`config.mk`:
```
export PLATFORM = sky130hd
export DESIGN_NAME = stash_to_dram
export DESIGN_NICKNAME = d
export VERILOG_FILES = /design/src/rtl/stash_to_dram.sv
export SDC_FILE = /design/constraint.sdc
export NUM_CORES = 2
export LEC_CHECK = 0
export BUFFER_PORTS_ARGS = -buffer_cell sky130_fd_sc_hd__buf_2
export CAP_MARGIN = 5
export CORE_MARGIN = 3
export CORE_UTILIZATION = 58
export DETAILED_ROUTE_END_ITERATION = 8
export PLACE_DENSITY_LB_ADDON = 0.1
export SYNTH_ARGS = -nofsm -noshare
export SYNTH_HDL_FRONTEND = slang
export SYNTH_SLANG_ARGS = --single-unit
```
`constraint.sdc`:
```
create_clock -name Clock -period 6.5 [get_ports Clock]
set_clock_uncertainty 0.2 [all_clocks]
set_input_delay 0.975 -clock Clock [delete_from_list [all_inputs] [get_ports Clock]]
set_output_delay 0.975 -clock Clock [all_outputs]
set_load 0.01 [all_outputs]
```
`src/rtl/stash_to_dram.sv`:
```
// stash_to_dram: collects one bucket of stash eviction beats into a local
// buffer, then re-emits it in DRAM bucket format: HdrChunks header chunks
// carrying the packed {L, U, V} metadata, followed by the buffered payload.
module stash_to_dram #(
  parameter int BEDWidth    = 64,
  parameter int ORAMU       = 32,
  parameter int ORAML       = 32,
  parameter int ORAMZ       = 4,
  parameter int BlkChunks   = 8,
  parameter int HdrChunks   = 5,
  parameter int BktsPerPath = 33
) (
  input  logic                Clock,
  input  logic                Reset,
  input  logic [BEDWidth-1:0] StashData,
  input  logic [ORAMU-1:0]    StashPAddr,
  input  logic [ORAML-1:0]    StashLeaf,
  input  logic                StashReal,
  input  logic                StashValid,
  output logic                StashReady,
  output logic [BEDWidth-1:0] DRAMData,
  output logic                DRAMValid,
  input  logic                DRAMReady,
  output logic                PathDone
);

  localparam int MaxChunks = (BlkChunks > HdrChunks) ? BlkChunks : HdrChunks;
  localparam int SW        = (ORAMZ > 1) ? $clog2(ORAMZ) : 1;
  localparam int CW        = (MaxChunks > 1) ? $clog2(MaxChunks) : 1;
  localparam int BW        = (BktsPerPath > 1) ? $clog2(BktsPerPath) : 1;
  localparam int Depth     = ORAMZ * BlkChunks;
  localparam int IW        = (Depth > 1) ? $clog2(Depth) : 1;
  localparam int HdrBits   = HdrChunks * BEDWidth;

  typedef enum logic [1:0] {FILL = 2'd0, HDR = 2'd1, PAY = 2'd2} state_e;

  state_e              state_q, state_d;
  logic [SW-1:0]       slot_q, slot_d;
  logic [CW-1:0]       chunk_q, chunk_d;
  logic [BW-1:0]       bkt_q, bkt_d;
  logic [ORAMZ-1:0]    v_q, v_d;
  logic [ORAMU-1:0]    u_q [ORAMZ];
  logic [ORAMU-1:0]    u_d [ORAMZ];
  logic [ORAML-1:0]    l_q [ORAMZ];
  logic [ORAML-1:0]    l_d [ORAMZ];
  logic                ready_q, ready_d;
  logic                valid_q, valid_d;
  logic [BEDWidth-1:0] data_q, data_d;
  logic [BEDWidth-1:0] mem_q [Depth];
  logic [HdrBits-1:0]  hdr_s;
  logic [BEDWidth-1:0] hdr_chunk_s [HdrChunks];
  logic                stash_acc_s, dram_acc_s;
  logic                slot_last_s, blk_last_s, hdr_last_s, bkt_last_s;
  logic [IW-1:0]       idx_s, nxt_idx_s;

  // StashReady is forced low during reset; it never looks at StashValid.
  assign StashReady  = ready_q & ~Reset;
  assign DRAMValid   = valid_q;
  assign DRAMData    = data_q;
  assign stash_acc_s = StashValid & StashReady;
  assign dram_acc_s  = valid_q & DRAMReady;
  assign slot_last_s = (slot_q == SW'(ORAMZ - 1));
  assign blk_last_s  = (chunk_q == CW'(BlkChunks - 1));
  assign hdr_last_s  = (chunk_q == CW'(HdrChunks - 1));
  assign bkt_last_s  = (bkt_q == BW'(BktsPerPath - 1));
  assign idx_s       = IW'(int'(slot_q) * BlkChunks + int'(chunk_q));
  assign nxt_idx_s   = idx_s + IW'(1);
  // Pulses only in the cycle the final payload chunk of the last bucket is taken.
  assign PathDone    = dram_acc_s & (state_q == PAY) & slot_last_s & blk_last_s & bkt_last_s;

  // Latch per-slot metadata on a block's first beat; dummy blocks carry zero U/L.
  always_comb begin
    v_d = v_q;
    u_d = u_q;
    l_d = l_q;
    if (stash_acc_s && (chunk_q == '0)) begin
      v_d[slot_q] = StashReal;
      u_d[slot_q] = StashReal ? StashPAddr : '0;
      l_d[slot_q] = StashReal ? StashLeaf  : '0;
    end else begin
      v_d = v_q;
    end
  end

  // Pack the bucket header {pad, L[Z-1..0], U[Z-1..0], V} and split it into chunks.
  always_comb begin
    hdr_s = '0;
    hdr_s[ORAMZ-1:0] = v_d;
    for (int i = 0; i < ORAMZ; i++) begin
      hdr_s[ORAMZ + i*ORAMU +: ORAMU]               = u_d[i];
      hdr_s[ORAMZ*(1 + ORAMU) + i*ORAML +: ORAML]   = l_d[i];
    end
    for (int k = 0; k < HdrChunks; k++) begin
      hdr_chunk_s[k] = hdr_s[k*BEDWidth +: BEDWidth];
    end
  end

  // Next-state logic: fill the buffer, then emit header chunks, then payload.
  always_comb begin
    state_d = state_q;
    slot_d  = slot_q;
    chunk_d = chunk_q;
    bkt_d   = bkt_q;
    ready_d = ready_q;
    valid_d = valid_q;
    data_d  = data_q;
    case (state_q)
      FILL: begin
        if (stash_acc_s) begin
          if (blk_last_s) begin
            chunk_d = '0;
            if (slot_last_s) begin
              slot_d  = '0;
              state_d = HDR;
              ready_d = 1'b0;
              valid_d = 1'b1;
              data_d  = hdr_chunk_s[0];
            end else begin
              slot_d = slot_q + 1'b1;
            end
          end else begin
            chunk_d = chunk_q + 1'b1;
          end
        end else begin
          state_d = FILL;
        end
      end
      HDR: begin
        if (dram_acc_s) begin
          if (hdr_last_s) begin
            chunk_d = '0;
            slot_d  = '0;
            state_d = PAY;
            data_d  = mem_q[0];
          end else begin
            chunk_d = chunk_q + 1'b1;
            data_d  = hdr_chunk_s[chunk_q + 1'b1];
          end
        end else begin
          state_d = HDR;
        end
      end
      PAY: begin
        if (dram_acc_s) begin
          if (blk_last_s) begin
            chunk_d = '0;
            if (slot_last_s) begin
              slot_d  = '0;
              state_d = FILL;
              valid_d = 1'b0;
              ready_d = 1'b1;
              bkt_d   = bkt_last_s ? '0 : bkt_q + 1'b1;
            end else begin
              slot_d = slot_q + 1'b1;
              data_d = mem_q[nxt_idx_s];
            end
          end else begin
            chunk_d = chunk_q + 1'b1;
            data_d  = mem_q[nxt_idx_s];
          end
        end else begin
          state_d = PAY;
        end
      end
      default: begin
        state_d = FILL;
        slot_d  = '0;
        chunk_d = '0;
        ready_d = 1'b1;
        valid_d = 1'b0;
      end
    endcase
  end

  // State, counters, metadata and output registers with synchronous reset.
  always_ff @(posedge Clock) begin
    if (Reset) begin
      state_q <= FILL;
      slot_q  <= '0;
      chunk_q <= '0;
      bkt_q   <= '0;
      v_q     <= '0;
      for (int i = 0; i < ORAMZ; i++) begin
        u_q[i] <= '0;
        l_q[i] <= '0;
      end
      ready_q <= 1'b1;
      valid_q <= 1'b0;
      data_q  <= '0;
    end else begin
      state_q <= state_d;
      slot_q  <= slot_d;
      chunk_q <= chunk_d;
      bkt_q   <= bkt_d;
      v_q     <= v_d;
      u_q     <= u_d;
      l_q     <= l_d;
      ready_q <= ready_d;
      valid_q <= valid_d;
      data_q  <= data_d;
    end
  end

  // Bucket payload buffer, written one accepted stash beat at a time.
  always_ff @(posedge Clock) begin
    if (stash_acc_s) begin
      mem_q[idx_s] <= StashData;
    end
  end

endmodule
```
-- Word level (Yosys, flattened, before mapping)
Memory sizes are Yosys's and may differ from the RTL's.
Index checks and enable logic that the tools add are counted.
- add/subtract/negate cells: 5
- $lt $le $gt $ge: 5
- equal/unequal tests: 20
- muxes and demuxes: 59
- bitwise logic cells: 11
- reduce and logical (&&, ||, !) cells: 12
- operator list (cell ; count):
    64-bit two-way mux ; 10
    128-bit bitwise mux ; 2
    128-bit two-way mux ; 2
    64-bit binary-select mux with 3-bit select ; 1
    64-bit case mux with 3 select lines ; 1
    32-bit two-way mux ; 3
    32-bit demux with 2-bit select ; 1
    2-bit two-way mux ; 14
    3-bit != test, second input constant ; 6
    2-bit != test, second input constant ; 8
    3-bit two-way mux ; 5
    7-bit AND reduction ; 2
    2-bit case mux with 3 select lines ; 2
    1-bit two-way mux ; 11
    3-bit case mux with 3 select lines ; 1
    4-bit AND reduction ; 2
    1-bit AND ; 7
    6-bit by 1-bit adder with 6-bit output, second input constant ; 1
    3-bit equality test, second input constant ; 2
    6-bit equality test, second input constant ; 1
    6-bit two-way mux ; 1
    1-bit case mux with 3 select lines ; 2
    5-bit by 1-bit adder with 5-bit output, second input constant ; 1
    5-bit by 3-bit adder with 5-bit output ; 1
    other kinds (21) ; 25
- register bits: 339
- RAM bits: 2048
- input bits: 133
- output and inout port bits: 67
- word-level logic and storage cells: 129
- memories: 1
- memories (memory ; words ; bits a word ; read ports ; clocked after Yosys merged registers in ; wr ports ; line ; text):
    mem_q ; 32 ; 64 ; 2 ; 0 ; 1 ; 49 ; logic [BEDWidth-1:0] mem_q [Depth];

-- Logic depth before layout (Yosys ltp)
- word-level depth: 13
- depth in mapped cells: 20
- mapped depth without buffers: 9

-- Worst setup path after synthesis
Ideal clock, no wire load.
- path type: reg-to-reg
- start: reg chunk_q[0]
- end: mem mem_q[20][0] (enable)
- setup time: 0.486 ns
- arrival time: 5.097 ns
- required time: 5.814 ns
- slack: 0.716 ns
- cell stages (with the launch flop): 13
- path buffers: 8
- period minus slack after synthesis: 5.784 ns
- cell sequence: dfxtp_1 > buf_4 > buf_6 > buf_4 > buf_6 > clkinv_1 > buf_2 > buf_2 > buf_1 > ha_1 > buf_2 > nand4b_1 > nor2_1
- cells in the longest elaborated chain, start to end: 1
- RTL lines (what ; line ; text):
    start: declaration ; 39 ; logic [CW-1:0] chunk_q, chunk_d;
    start signal: assignment ; 193 ; chunk_q <= chunk_d;
    5-bit by 3-bit adder with 5-bit output ; 66 ; assign idx_s = IW'(int'(slot_q) * BlkChunks + int'(chunk_q));
    end: declaration ; 49 ;
No other way between the ends.

-- Worst setup path in the final report
- start: reg chunk_q[0]
- end: reg data_q[37], in the netlist DRAMData[37]
- cells in the longest elaborated chain, start to end: 9
- elaborated cells between the ends (all ways): 26
- classes of those cells: add/sub (3); eq/ne (4); mux (14); bitwise (1); reduce/logical (3); memory (1)
- RTL lines (what ; line ; text):
    branches (longest 9 deep; another with memory 32 x 64 bit) ; - ;
    end signal: assignment ; 200 ; data_q <= data_d;
    end: declaration ; 48 ; logic [BEDWidth-1:0] data_q, data_d;
Several ways; the timed one is not identified. The select of a mux whose other input is x is not followed.
A chain may end at the register's enable or synchronous reset.

==> reports/results.ini <==
[worst_hold_path]
holdPathEnd = l_q[124]
min_path_type = in -> reg
holdPathStages = 3
hold_start = StashLeaf[28]

[drt]
drt_iter0_markers = 7781
wl_met1_microns = 110000
totalWireLength_microns = 284000
postRouteAntennaNets = 0
met2_length_microns = 126000
routed-via-count = 54700
wl_per_cell_microns = 35.8
wl_met3_microns = 36000
via_per_inst = 6.90
drc_errors = 0
top_layer = met5
firstDrtPassIters = 6

[layout]
nFillCells = 10900
layout_commonest_cell = edfxtp_1
final_cell_mix = 2048 x edfxtp_1, 528 x mux4_2, 348 x mux2i_1, 338 x dfxtp_1, 320 x nand2_1
stdcell_count = 7921
final_cell_area_sq_mm = 0.107
multi_input_area_sq_mm = 0.0249
layout-drive-gt1-share = 0.232
final_nets = 5699
ff_latch_area_sq_mm = 0.0683
area_growth_pct = 12.5

[cts]
cts_buffers = 233
cts_setup_buffers = 0
cts_tree = yes
cts_hold_buf = 0
cts.clk_slew.worst_paths_ns = 0.06
cts.htree.levels = 4
clock_path_buffers = 3
cts-resized-gates = 0
clock_latency_ns = 0.88
clockRootBuffer = clkbuf_16
clock-sinks = 2387

[setup_path]
cp-startpoint = chunk_q[0]
cp_slowest_stage_delay_ns = 0.98
slowest_stage = ha_4
crit_arrival_ns = 5.20
reg2reg_to = DRAMData[37]
critPathKind = reg -> reg
crit_path_max_fanout = 56
crit_chain = ha_1 -> ha_4 -> buf_4 -> buf_4 -> mux4_2 -> mux2i_1 -> nor3_1 -> nor4_1 -> a211oi_1
path_common_cell = buf_4
crit_path_start_kind = flop
worstPathRequired_ns = 7.00
cp-end-kind = flop
reg2regPathDepth = 9
worstReg2RegStart = chunk_q[0]
rrSetupSlack_ns = 1.80

[placement]
place_ws_ns = 1.69
dp_cells = 7474
dpl.hpwl_microns = 168000
gp_congestion = 0.940
io_buffers = 199
dpl-instance-area_sq_mm = 0.0988

[synth]
synth_area_sq_mm = 0.0947
ys_ff_latch = 2387
synthSimpleGateAreaFrac = 0.0439
synth_top_family_by_area = multiplexers
synth-edff-count = 2048
yosysUniqueCellTypes = 73
syn_area_per_cell_sq_um = 17.9
synthMuxAreaShare = 0.164
synthXorXnorAreaFrac = 0.000912
postSynthCellCount = 5281
synthAdderAreaFrac = 0.00225
synth_fp_nets = 5431
ys_warn_count = 0
synth_compound_area_frac = 0.0484
async_reset_ff_frac = 0
synthFlopType = edfxtp_1
ys_seq_area_frac = 0.721

[global_routing]
first_global_vias = 52700
grt_pass1_wl_microns = 400000
antenna_found_initial = 36
grt_max_degree = 195
grt_overflow_total = 0
grtUsageTotal = 0.339

[timing]
period_share = 0.723
report.final.slew_viol_count = 0
max_clock_freq_mhz = 213
max_slew_margin = 0.0705
hold_viol_final = 0
hold_ws_ns = 0.255
tightest_slew_ns = 1.39
worst_slack_ns = 1.80
rsz0062_at_grt = false
setup_tns_ns = 0
min_period_ns = 4.70
setup_viol = 0

[floorplan]
die_h_microns = 410
design.core.area_sq_mm = 0.161
die_x_microns = 410
die-area_sq_mm = 0.168
io_pins = 200
start_util = 0.587
core.rowCount = 147

[flow_run]
max_cap_viol_count = 0

[pwr]
powerDensity_mw_per_mm2 = 313
power.leakage_nw = 33.7
peakVddDrop_mv = 0.277

[run_status]
status = finished, final reports clean

Yosys cell counts (26+ instances only):
cell type	instances	area share
and2_1	86	0.0057
nand3_1	45	0.0024
o22ai_1	40	0.0026
mux4_2	528	0.13
a211oi_1	36	0.0029
nor2_1	324	0.013
dfxtp_1	339	0.072
a22oi_1	53	0.0042
a221oi_1	26	0.0024
buf_4	52	0.0041
edfxtp_1	2048	0.65
clkbuf_1	157	0.0062
o21ai_0	65	0.0034
o211ai_1	35	0.0028
and3_1	39	0.0026
mux2i_1	348	0.037
nor3_1	61	0.0032
buf_2	102	0.0054
nand2_1	322	0.013
a21oi_1	195	0.010
state kept, by name, indices dropped and copies added, names as in the netlist:
register,cells
DRAMData,64
DRAMValid,1
bkt_q,6
chunk_q,3
l_q,128
mem_q,2048
ready_q,1
slot_q,2
state_q,2
u_q,128
v_q,4
area by class of cell:
type,instances,share of cell area
Sequential cell,2387,0.641
Multi-Input combinational cell,2524,0.234
Clock buffer,289,0.0580
Timing Repair Buffer,377,0.0259
Tap cell,2160,0.0254
Clock inverter,150,0.0140
Inverter,26,0.00120
Antenna cell,8,0.000188
cells by family after synthesis:
logic type,Yosys count
flops,2387
simple gates,937
mux,893
compound gates,668
fa+ha+maj,17
xor+xnor,9
buf+inv,370
routing by layer:
layer,GRT usage,up-vias
li1,-,21800
met1,0.494,28600
met2,0.497,3598
met3,0.0955,599
met4,0.121,16
met5,0,-
where the power goes:
part / switching [mW] / internal (mW) / total (mW) / leakage (nW)
combinational: 1.85 / 1.17 / 3.02 / 8.76
clock: 5.84 / 7.63 / 13.5 / 3.74
sequential: 0.0960 / 16.7 / 16.8 / 21.2
worst max-delay path by stage:
stage	endpoint	depth (start not counted)
floorplan	mem_q[20][0]	12
global placement	mem_q[26][49]	6
detailed placement	mem_q[26][49]	6
CTS	DRAMData[21]	11
global route	DRAMData[30]	9
finish	DRAMData[37]	9
worst max-delay path, delay by kind of cell, from the launching register on:
family | cells | cell delay (ns)
compound gates | 1 | 0.15
buf+inv | 2 | 0.98
flops | 1 | 0.46
fa+ha+maj | 2 | 1.29
simple gates | 2 | 0.69
mux | 2 | 0.58
through the flow:
stage / power, mW / utilization
after global placement: 20.1 / 0.613
after detailed placement: 20.1 / 0.613
after floorplan: 19.0 / -
final: 33.3 / 0.660
after CTS: 33.4 / 0.660
after global routing: 34.1 / 0.660
No activity file was read; power rests on OpenSTA's default activity.
